<file path="src/rtl/ready_bit_clear_controller_if.sv">
// ---------------------------------------------------------------------------
// ready_bit_clear_controller_if
//
// Purpose: groups the clear-port bus between the ready-bit clear controller
// and the write-port muxes in front of the scheduler's ready-bit table.
//
// Signals:
//   clearReq        request a full re-clear (flush), level or pulse
//   clrWE           per-port write enable
//   clrWA           per-port write address
//   clrWV           per-port write value (always the clear value)
//   busy            clear in progress; table ports belong to the controller
//   done            one-cycle pulse after the final clear write
//   clearCycleCount 16-bit busy-cycle counter (only with
//                   RBT_CLEAR_CYCLE_COUNT_EN defined)
//
// Modports:
//   master  controller side (drives the write ports, busy, done)
//   slave   table / pipeline side (drives clearReq)
// ---------------------------------------------------------------------------
interface ready_bit_clear_controller_if #(
  parameter int unsigned CLEAR_PORT_NUM    = 2,
  parameter int unsigned REG_NUM_BIT_WIDTH = 6
);

  logic                                               clearReq;
  logic [CLEAR_PORT_NUM-1:0]                          clrWE;
  logic [CLEAR_PORT_NUM-1:0][REG_NUM_BIT_WIDTH-1:0]   clrWA;
  logic [CLEAR_PORT_NUM-1:0]                          clrWV;
  logic                                               busy;
  logic                                               done;
`ifdef RBT_CLEAR_CYCLE_COUNT_EN
  logic [15:0]                                        clearCycleCount;
`endif

`ifdef RBT_CLEAR_CYCLE_COUNT_EN
  modport master (
    input  clearReq,
    output clrWE, clrWA, clrWV, busy, done, clearCycleCount
  );

  modport slave (
    output clearReq,
    input  clrWE, clrWA, clrWV, busy, done, clearCycleCount
  );
`else
  modport master (
    input  clearReq,
    output clrWE, clrWA, clrWV, busy, done
  );

  modport slave (
    output clearReq,
    input  clrWE, clrWA, clrWV, busy, done
  );
`endif

endinterface : ready_bit_clear_controller_if

</file>
<file path="src/rtl/ready_bit_clear_controller.sv">
// ---------------------------------------------------------------------------
// ready_bit_clear_controller
//
// Purpose: sequences bulk initialisation of the scheduler's ready-bit table
// after reset and on pipeline flush. Walks every physical-register entry,
// CLEAR_PORT_NUM entries per cycle, writing CLEAR_VALUE through the table's
// clear write ports. busy holds off rename/dispatch and wakeup writers while
// the walk runs; done pulses for one cycle once the table is fully ready.
//
// Ports:
//   clk   clock
//   rst   synchronous active-high reset
//   bus   ready_bit_clear_controller_if.master
//         (clearReq in; clrWE/clrWA/clrWV/busy/done out)
//
// Optional feature (macro RBT_CLEAR_CYCLE_COUNT_EN):
//   bus.clearCycleCount, a 16-bit saturating count of busy cycles since the
//   last flush-triggered clear began; feeds the flush-penalty perf counters.
// ---------------------------------------------------------------------------
module ready_bit_clear_controller #(
  parameter int unsigned ENTRY_NUM         = 64,
  parameter int unsigned REG_NUM_BIT_WIDTH = 6,
  parameter int unsigned CLEAR_PORT_NUM    = 2,
  parameter bit          CLEAR_VALUE       = 1'b1
) (
  input logic                         clk,
  input logic                         rst,
  ready_bit_clear_controller_if.master bus
);

  localparam int unsigned W = REG_NUM_BIT_WIDTH;

  // Index step and last-group index in index width. When CLEAR_PORT_NUM
  // equals ENTRY_NUM the step truncates to 0 and the last group is index 0,
  // which gives the single-cycle clear without special casing.
  localparam logic [W-1:0] STEP     = W'(CLEAR_PORT_NUM);
  localparam logic [W-1:0] LAST_IDX = W'(ENTRY_NUM - CLEAR_PORT_NUM);

  typedef enum logic {
    ST_CLEAR = 1'b0,
    ST_IDLE  = 1'b1
  } state_e;

  state_e         state_q, state_d;
  logic [W-1:0]   clear_index_q, clear_index_d;
  logic           done_q, done_d;
`ifdef RBT_CLEAR_CYCLE_COUNT_EN
  logic [15:0]    cycle_count_q, cycle_count_d;
`endif

  // -------------------------------------------------------------------------
  // Next-state logic
  // -------------------------------------------------------------------------
  always_comb begin
    // NOTE: every signal gets a default before any branch so no path leaves
    // it unassigned; that is what keeps always_comb from inferring a latch.
    state_d       = state_q;
    clear_index_d = clear_index_q;
    done_d        = 1'b0;

    unique case (state_q)
      ST_CLEAR: begin
        if (bus.clearReq) begin
          // Restart: this cycle's writes still land, the walk begins again.
          clear_index_d = '0;
        end else begin
          // Last group wraps the index back to 0 through modulo arithmetic.
          clear_index_d = clear_index_q + STEP;
          if (clear_index_q == LAST_IDX) begin
            state_d = ST_IDLE;
            done_d  = 1'b1;
          end
        end
      end
      ST_IDLE: begin
        if (bus.clearReq) begin
          state_d       = ST_CLEAR;
          clear_index_d = '0;
        end
      end
      default: begin
        state_d       = ST_CLEAR;
        clear_index_d = '0;
      end
    endcase
  end

`ifdef RBT_CLEAR_CYCLE_COUNT_EN
  // Counts cycles spent clearing; a flush-triggered start zeroes it so the
  // value read afterwards is the penalty of that one flush.
  always_comb begin
    cycle_count_d = cycle_count_q;
    if (state_q == ST_IDLE && bus.clearReq) begin
      cycle_count_d = '0;
    end else if (state_q == ST_CLEAR && cycle_count_q != 16'hFFFF) begin
      cycle_count_d = cycle_count_q + 16'd1;
    end
  end
`endif

  // -------------------------------------------------------------------------
  // State registers
  // -------------------------------------------------------------------------
  always_ff @(posedge clk) begin
    // NOTE: sequential state uses non-blocking assignment so every flop
    // samples its _d value from before the edge, independent of statement
    // order or of other always_ff blocks.
    if (rst) begin
      state_q       <= ST_CLEAR;
      clear_index_q <= '0;
      done_q        <= 1'b0;
`ifdef RBT_CLEAR_CYCLE_COUNT_EN
      cycle_count_q <= '0;
`endif
    end else begin
      state_q       <= state_d;
      clear_index_q <= clear_index_d;
      done_q        <= done_d;
`ifdef RBT_CLEAR_CYCLE_COUNT_EN
      cycle_count_q <= cycle_count_d;
`endif
    end
  end

  // -------------------------------------------------------------------------
  // Outputs
  // -------------------------------------------------------------------------
  // Writes are gated by rst directly: inputs to the table can be undefined
  // while reset is held, so nothing is written until reset drops.
  logic writing;
  assign writing = !rst && (state_q == ST_CLEAR);

  always_comb begin
    bus.busy = rst || (state_q == ST_CLEAR);
    bus.done = done_q && !rst;
    for (int p = 0; p < int'(CLEAR_PORT_NUM); p++) begin
      bus.clrWE[p] = writing;
      bus.clrWA[p] = writing ? (clear_index_q + W'(p)) : '0;
      bus.clrWV[p] = CLEAR_VALUE;
    end
  end

`ifdef RBT_CLEAR_CYCLE_COUNT_EN
  assign bus.clearCycleCount = cycle_count_q;
`endif

endmodule : ready_bit_clear_controller

</file>
<file path="src/flat_wrapper.sv">
// flat-port wrapper written by rule: the top's interface ports become plain ports
module ready_bit_clear_controller_flat 
#(
  parameter int unsigned ENTRY_NUM         = 64,
  parameter int unsigned REG_NUM_BIT_WIDTH = 6,
  parameter int unsigned CLEAR_PORT_NUM    = 2,
  parameter bit          CLEAR_VALUE       = 1'b1
)
  (clk, rst, bus_clearReq, bus_clrWE, bus_clrWA, bus_clrWV, bus_busy, bus_done);
  ready_bit_clear_controller_if #(.CLEAR_PORT_NUM(CLEAR_PORT_NUM), .REG_NUM_BIT_WIDTH(REG_NUM_BIT_WIDTH)) bus_i ();
  input logic clk;
  input logic rst;
  input wire logic [$bits(bus_i.clearReq)-1:0] bus_clearReq;
  output wire logic [$bits(bus_i.clrWE)-1:0] bus_clrWE;
  output wire logic [$bits(bus_i.clrWA)-1:0] bus_clrWA;
  output wire logic [$bits(bus_i.clrWV)-1:0] bus_clrWV;
  output wire logic [$bits(bus_i.busy)-1:0] bus_busy;
  output wire logic [$bits(bus_i.done)-1:0] bus_done;
  assign bus_i.clearReq = bus_clearReq;
  assign bus_clrWE = bus_i.clrWE;
  assign bus_clrWA = bus_i.clrWA;
  assign bus_clrWV = bus_i.clrWV;
  assign bus_busy = bus_i.busy;
  assign bus_done = bus_i.done;
  ready_bit_clear_controller #(.ENTRY_NUM(ENTRY_NUM), .REG_NUM_BIT_WIDTH(REG_NUM_BIT_WIDTH), .CLEAR_PORT_NUM(CLEAR_PORT_NUM), .CLEAR_VALUE(CLEAR_VALUE)) u_core (.clk(clk), .rst(rst), .bus(bus_i));
endmodule
</file>
<file path="config.mk">
export PLATFORM = sky130hd
export DESIGN_NAME = ready_bit_clear_controller_flat
export DESIGN_NICKNAME = d
export VERILOG_FILES = /design/src/rtl/ready_bit_clear_controller_if.sv /design/src/rtl/ready_bit_clear_controller.sv /design/src/flat_wrapper.sv
export SDC_FILE = /design/constraint.sdc
export NUM_CORES = 1
export LEC_CHECK = 0
export ABC_AREA = 1
export CORE_MARGIN = 2
export CORE_UTILIZATION = 30
export DETAILED_ROUTE_END_ITERATION = 12
export PLACE_DENSITY_LB_ADDON = 0.05
export REMOVE_ABC_BUFFERS = 1
export SLEW_MARGIN = 40
export SYNTH_ARGS = -nofsm -noshare
export SYNTH_HDL_FRONTEND = slang
export SYNTH_SLANG_ARGS = --single-unit
export TNS_END_PERCENT = 10
</file>
<file path="constraint.sdc">
create_clock -name clk -period 3.7 [get_ports clk]
set_clock_uncertainty 0.15 [all_clocks]
set_input_delay 0.925 -clock clk [delete_from_list [all_inputs] [get_ports clk]]
set_output_delay 0.925 -clock clk [all_outputs]
set_load 0.005 [all_outputs]
</file>
==> impl_results.md, run 1 <==
* Worst EP required at around 2.6 ns
* DIE AREA at 0.00175 mm²
* Resize count post-CTS at 0
* Worst-Skew Late Latency at approximately 0.25 ns
* H-tree Lvls at 1
* Hold Fails Final Rpt at 0
* CTS Buffer Depth at 2
* CP Capture Type: primary output
* Top Ports at 21
* Worst Path Arrival at 2.30 ns
* RSZ-0062 raised after global routing: false
* Fin util at a little under half
* Initial antenna violation count at 0
* HPWL Detailed at approximately 700 µm
* Drt wl/cell at 8.40 µm
* Minimum clock period at ~3.4 ns
* Status: finished clean
* Die height at 41.9 µm
* Pwr/cell area at about 280 mW/mm²
* Initial Utilization at 32.7%
* Die Wd at 41.9 µm
* Period utilisation layout at 91.1%
* Inserted Diodes at 0
* Post-CTS Setup Inserts at 0
* Core ar. at roughly 0.0013 mm²
* Largest area contributor in the netlist: dfxtp_1
* Seq. cell area at between 100 and 150 µm²
* # nets final at 92
* Post-route DRC at 0
* Max Cap Viol at 0
* First-pass GRT wire length at between 1000 and 1500 µm
* Area taken by multi-input logic gates at just under 200 µm²
* Critical setup path kind: primary input to primary output
* FF+latch count, synth at 7
* VDD IR max at 138 µV
* Avg Cell Area, Syn at just over 6 µm²
* Sequential-to-total area share from yosys stat at between 30% and 40%
* Type of origin of the critical path: primary input
* Vias in the first global route at 364
* GRT Total Usage at 11.1%
* Yosys top cell area share at 32.6%
* Final antenna-violating net count at 0
* Iter 0 DRT Violations at 5
* Routed vias at 421
* Final setup violation count at 0
* IO buf count at 17
* Largest net degree at the start of global routing at 10
* Post-Route WL at 857 µm
* Setup TNS after final layout at 0 ns
* Synth top area cells: dfxtp_1 (33%), nor2_1 (19%), buf_4 (12%)
* Hold buffer count at cts at 0
* GPL Wtd Cong at 0.815
* GRT overflow at 0
* Worst hold path class: flip-flop to flip-flop
* Synth Cell Area at 430 µm²
* Fmax at 297 MHz
* Yosys warns at 0
* CTS tree: yes
* CTS Root Cell: clkbuf_4
* Synth-to-layout area growth at 40.4%
* Row cnt at 13
* DR vias/cell at 4.13
* Final Max Tran Viols at 0
* Post-synthesis cell count at 71
* Total of fill cells in the finished design at ~150
* CTS Buf Count at 3
* LEAKAGE at approximately 0.26 nW
* Crit Path Max Fanout at 9
* DR pass1 iterations at 4
* Clk slew on worst S/H paths at 0.05 ns
* Share of layout cells above drive strength 1 at 5.75%
* Netlist cell types at 13
* Sink Count at 7
state kept, by name (all words and copies together), names as in the netlist:
signal,count
u_core.clear_index_q,5
u_core.done_q,1
u_core.state_q,1
Yosys cell counts:
cell type and count:
nor2_1 22, inv_1 12, nand2_1 9, buf_4 7, dfxtp_1 7, nand3_1 4
a21oi_1 3, conb_1 2, ha_1 1, inv_2 1, nand4_1 1, o21ai_0 1
or2_1 1
per-layer routing:
layer	part of all wire [%]	vias to the layer above	wire, µm	global-route usage, %
li1	-	230	-	-
met1	48	167	413	14.4
met2	40	19	347	15.3
met3	8.2	5	70	2.17
met4	2.9	0	25	9.68
met5	0	-	0	0
kinds of logic after synthesis:
logic type	synth area share, %
flip-flops	32.6
AO/OA/AOI/OAI	4.65
buffers and inverters	23.5
AND/OR/NAND/NOR	34.6
other	1.74
adder cells (fa/ha/maj)	2.91
cell type report:
| type | instances | share of cell area (%) |
|---|---|---|
| Sequential cell | 7 | 23.2 |
| Clock buffer | 4 | 4.35 |
| Multi-Input combinational cell | 45 | 31.9 |
| Tap cell | 15 | 3.11 |
| Inverter | 13 | 8.07 |
| Timing Repair Buffer | 18 | 29.4 |
report_power, final:
part / switching (W) / total (W) / internal [W] / leakage (nW)
logic: 0.00000918 / 0.0000190 / 0.00000982 / 0.184
clock network: 0.0000300 / 0.0000712 / 0.0000413 / 0.0150
registers: 0.000000912 / 0.0000774 / 0.0000765 / 0.0567
total: 0.0000401 / 0.000168 / 0.000128 / 0.256
layout by cell type (no fill, tap or decap), types with 3 or more instances in the layout:
cell type,count
conb_1,3
a21oi_1,3
dfxtp_1,7
nor2_1,22
nand3_1,4
inv_1,12
nand2_1,9
clkdlybuf4s50_1,17
clkbuf_4,3
final timing paths:
check	from	to	slack, ns	depth (start not counted)
worst min register to register	u_core.clear_index_q[2]$_SDFFE_PP0P_	u_core.clear_index_q[2]$_SDFFE_PP0P_	0.38	2
worst max register to register	u_core.clear_index_q[2]$_SDFFE_PP0P_	u_core.clear_index_q[5]$_SDFFE_PP0P_	2.49	6
worst max-delay path	rst	bus_clrWA[9]	0.33	5
worst min-delay path	u_core.clear_index_q[2]$_SDFFE_PP0P_	u_core.clear_index_q[2]$_SDFFE_PP0P_	0.38	2
stage by stage:
step                power [W]  instance area (µm²)  std cells  setup WS [ns]  hold WS, ns
floorplan           0.0000870                  382         65           1.18        0.334
global placement    0.0000984                  578         98          0.323        0.370
detailed placement  0.0000983                  578         98          0.315        0.374
CTS                  0.000171                  604        102          0.308        0.383
global route         0.000177                  604        102          0.204        0.399
finish               0.000168                  604        102          0.330        0.379
worst max-delay path, stage by stage:
cell	delay (ns)
clkdlybuf4s50_1	0.42
nor2_1	0.18
inv_2	0.11
nor2_1	0.14
clkdlybuf4s50_1	0.52
Note: power is estimated with default switching activity, not from simulation.
==> run 2: changes to the inputs <==
==> constraint.sdc (replaced) <==
create_clock -name clk -period 3.4 [get_ports clk]
set_clock_uncertainty 0.15 [all_clocks]
set_input_delay 0.85 -clock clk [delete_from_list [all_inputs] [get_ports clk]]
set_output_delay 0.85 -clock clk [all_outputs]
set_load 0.005 [all_outputs]
==> impl_results.md, run 2 (same netlist as run 1, synthesis figures left out) <==
* Status: finished clean
* Slack of the critical path at approximately 0.15 ns
* Crit path to: bus_clrWA[5]
* Worst-Skew Late Latency at 0.25 ns
* Initial antenna violation count at 0
* Crit path cell chain: clkdlybuf4s50_1 -> nor2_1 -> inv_2 -> nor2_1 -> clkdlybuf4s50_1
* Worst Path Arrival at 2.25 ns
* GPL Wtd Cong at 0.819
* CTS tree: yes
* GRT overflow at 0
* Clk slew on worst S/H paths at 0.05 ns
* Max FFs per register at 5
* Crit-path max cell delay at 0.53 ns
* Resize count post-CTS at 0
* FF-to-FF path depth at 6
* HPWL Detailed at about 720 µm
* Final setup violation count at 0
* Crit Path Max Fanout at 9
* Sink Count at 7
* Worst R2R Setup Slack at between 2 and 2.5 ns
* DR pass1 iterations at 4
* VDD IR max at between 150 and 200 µV
* Pwr/cell area at 299 mW/mm²
* Commonest non-fill, non-tap cell in the layout: nor2_1
* Final Max Tran Viols at 0
* Hold Fails Final Rpt at 0
* Place WS at 0.141 ns
* Post-route DRC at 0
* Critical Path Source: rst
* Fmax at just over 300 MHz
* Top Usage Layer GRT: met2
* Iter 0 DRT Violations at 8
* Slowest cell on crit path: clkdlybuf4s50_1
* DIE AREA at 0.00175 mm²
* Top Ports at 21
* Final antenna-violating net count at 0
* Core ar. at 0.00132 mm²
* Period utilisation layout at 95.6%
* Commonest cells after routing, fill and taps aside: nor2_1 (22), clkdlybuf4s50_1 (17), inv_1 (12)
* Post-Route WL at 888 µm
* Setup TNS after final layout at 0 ns
* CP Capture Type: primary output
* Synth-to-layout area growth at 40.4%
* Seq. cell area at 140 µm²
* Total of fill cells in the finished design at between 100 and 150
* Die Wd at 41.9 µm
* Hold buffer count at cts at 0
* Area taken by multi-input logic gates at 193 µm²
* Critical setup path kind: primary input to primary output
* CTS Buffer Depth at 2
* RSZ-0062 raised after global routing: false
* H-tree Lvls at 1
* Fin util at 45.9%
* # nets final at roughly 90
* Post-CTS Setup Inserts at 0
* Worst EP required at 2.40 ns
* Biggest register: u_core.clear_index_q
* Initial Utilization at between 30 and 40%
* GRT Total Usage at 11.3%
* Drt wl/cell at approximately 8.7 µm
* RR Endpoint: u_core.clear_index_q[5]$_SDFFE_PP0P_
* Largest net degree at the start of global routing at 10
* GR Util met2 at 16.6%
* LEAKAGE at approximately 0.26 nW
* CTS Root Cell: clkbuf_4
* DR vias/cell at 4.18
* Routed vias at 426
* Minimum clock period at 3.25 ns
* Type of origin of the critical path: primary input
* Row cnt at 13
* Share of layout cells above drive strength 1 at 5.75%
* Met3 usage at 2.61%
* Inserted Diodes at 0
* GR Util met1 at about 14%
* Worst hold path class: flip-flop to flip-flop
* FF-to-FF Start: u_core.clear_index_q[2]$_SDFFE_PP0P_
* Max Cap Viol at 0
* IO buf count at 17
* Die height at 41.9 µm
* Vias in the first global route at 369
* CTS Buf Count at 3
* First-pass GRT wire length at 1530 µm
* Largest regs: u_core.clear_index_q x5, u_core.done_q x1, u_core.state_q x1
[run 2: cell counts in the layout (fill, tap and decap cells not counted)]
No cell type changed its count.
[run 2: worst max-delay path, delay by kind of cell]
family                 cells  cell delay [ns]
buffers and inverters      3             1.06
and+or+nand+nor            2             0.34
[run 2: area by class of cell]
cell class,instances,area share [%]
clock buffer,4,4.35
inverter,13,8.07
multi-input combinational,45,31.9
sequential,7,23.2
tap,15,3.11
timing repair buffer,18,29.4
[run 2: worst min path at each step]
| stage | from | to | slack [ns] | cells after the start |
|---|---|---|---|---|
| 2_1_floorplan | u_core.clear_index_q[2]$_SDFFE_PP0P_ | u_core.clear_index_q[2]$_SDFFE_PP0P_ | 0.33 | 2 |
| 4_1_cts | u_core.clear_index_q[2]$_SDFFE_PP0P_ | u_core.clear_index_q[2]$_SDFFE_PP0P_ | 0.38 | 2 |
| 5_1_grt | u_core.clear_index_q[2]$_SDFFE_PP0P_ | u_core.clear_index_q[2]$_SDFFE_PP0P_ | 0.41 | 2 |
| 3_3_place_gp | u_core.clear_index_q[2]$_SDFFE_PP0P_ | u_core.clear_index_q[2]$_SDFFE_PP0P_ | 0.37 | 2 |
| 6_report | u_core.clear_index_q[5]$_SDFFE_PP0P_ | u_core.clear_index_q[5]$_SDFFE_PP0P_ | 0.39 | 4 |
| 3_5_place_dp | u_core.clear_index_q[2]$_SDFFE_PP0P_ | u_core.clear_index_q[2]$_SDFFE_PP0P_ | 0.38 | 2 |
[run 2: layer usage]
layer | part of all wire (%) | vias to the layer above
met5 | 0 | -
met4 | 1.9 | 0
met3 | 8.0 | 4
met2 | 40 | 18
met1 | 50 | 173
li1 | - | 231
[run 2: per-stage QoR]
step | power [W] | hold WS, ns | std cells | cell area [µm²]
2_1_floorplan | 0.0000947 | 0.334 | 65 | 382
3_3_place_gp | 0.000107 | 0.369 | 98 | 578
6_report | 0.000181 | 0.387 | 102 | 604
4_1_cts | 0.000185 | 0.384 | 102 | 604
5_1_grt | 0.000191 | 0.412 | 102 | 604
3_5_place_dp | 0.000107 | 0.376 | 98 | 578
[run 2: where the power goes]
part	switching (W)	internal, W
registers	0.00000101	0.0000833
logic	0.0000103	0.0000107
clock network	0.0000308	0.0000448
total	0.0000421	0.000139
==> run 3: changes to the inputs <==
--- a/config.mk
+++ b/config.mk
@@ -11,6 +11,7 @@
 export DETAILED_ROUTE_END_ITERATION = 12
 export PLACE_DENSITY_LB_ADDON = 0.05
 export REMOVE_ABC_BUFFERS = 1
+export SKIP_LAST_GASP = 1
 export SLEW_MARGIN = 40
 export SYNTH_ARGS = -nofsm -noshare
 export SYNTH_HDL_FRONTEND = slang
==> constraint.sdc (replaced) <==
create_clock -name clk -period 3.7 [get_ports clk]
set_clock_uncertainty 0.15 [all_clocks]
set_input_delay 0.925 -clock clk [delete_from_list [all_inputs] [get_ports clk]]
set_output_delay 0.925 -clock clk [all_outputs]
set_load 0.005 [all_outputs]
==> results of run 3 <==
Same layout as run 1: the final DEF is identical, and so are final timing and power.
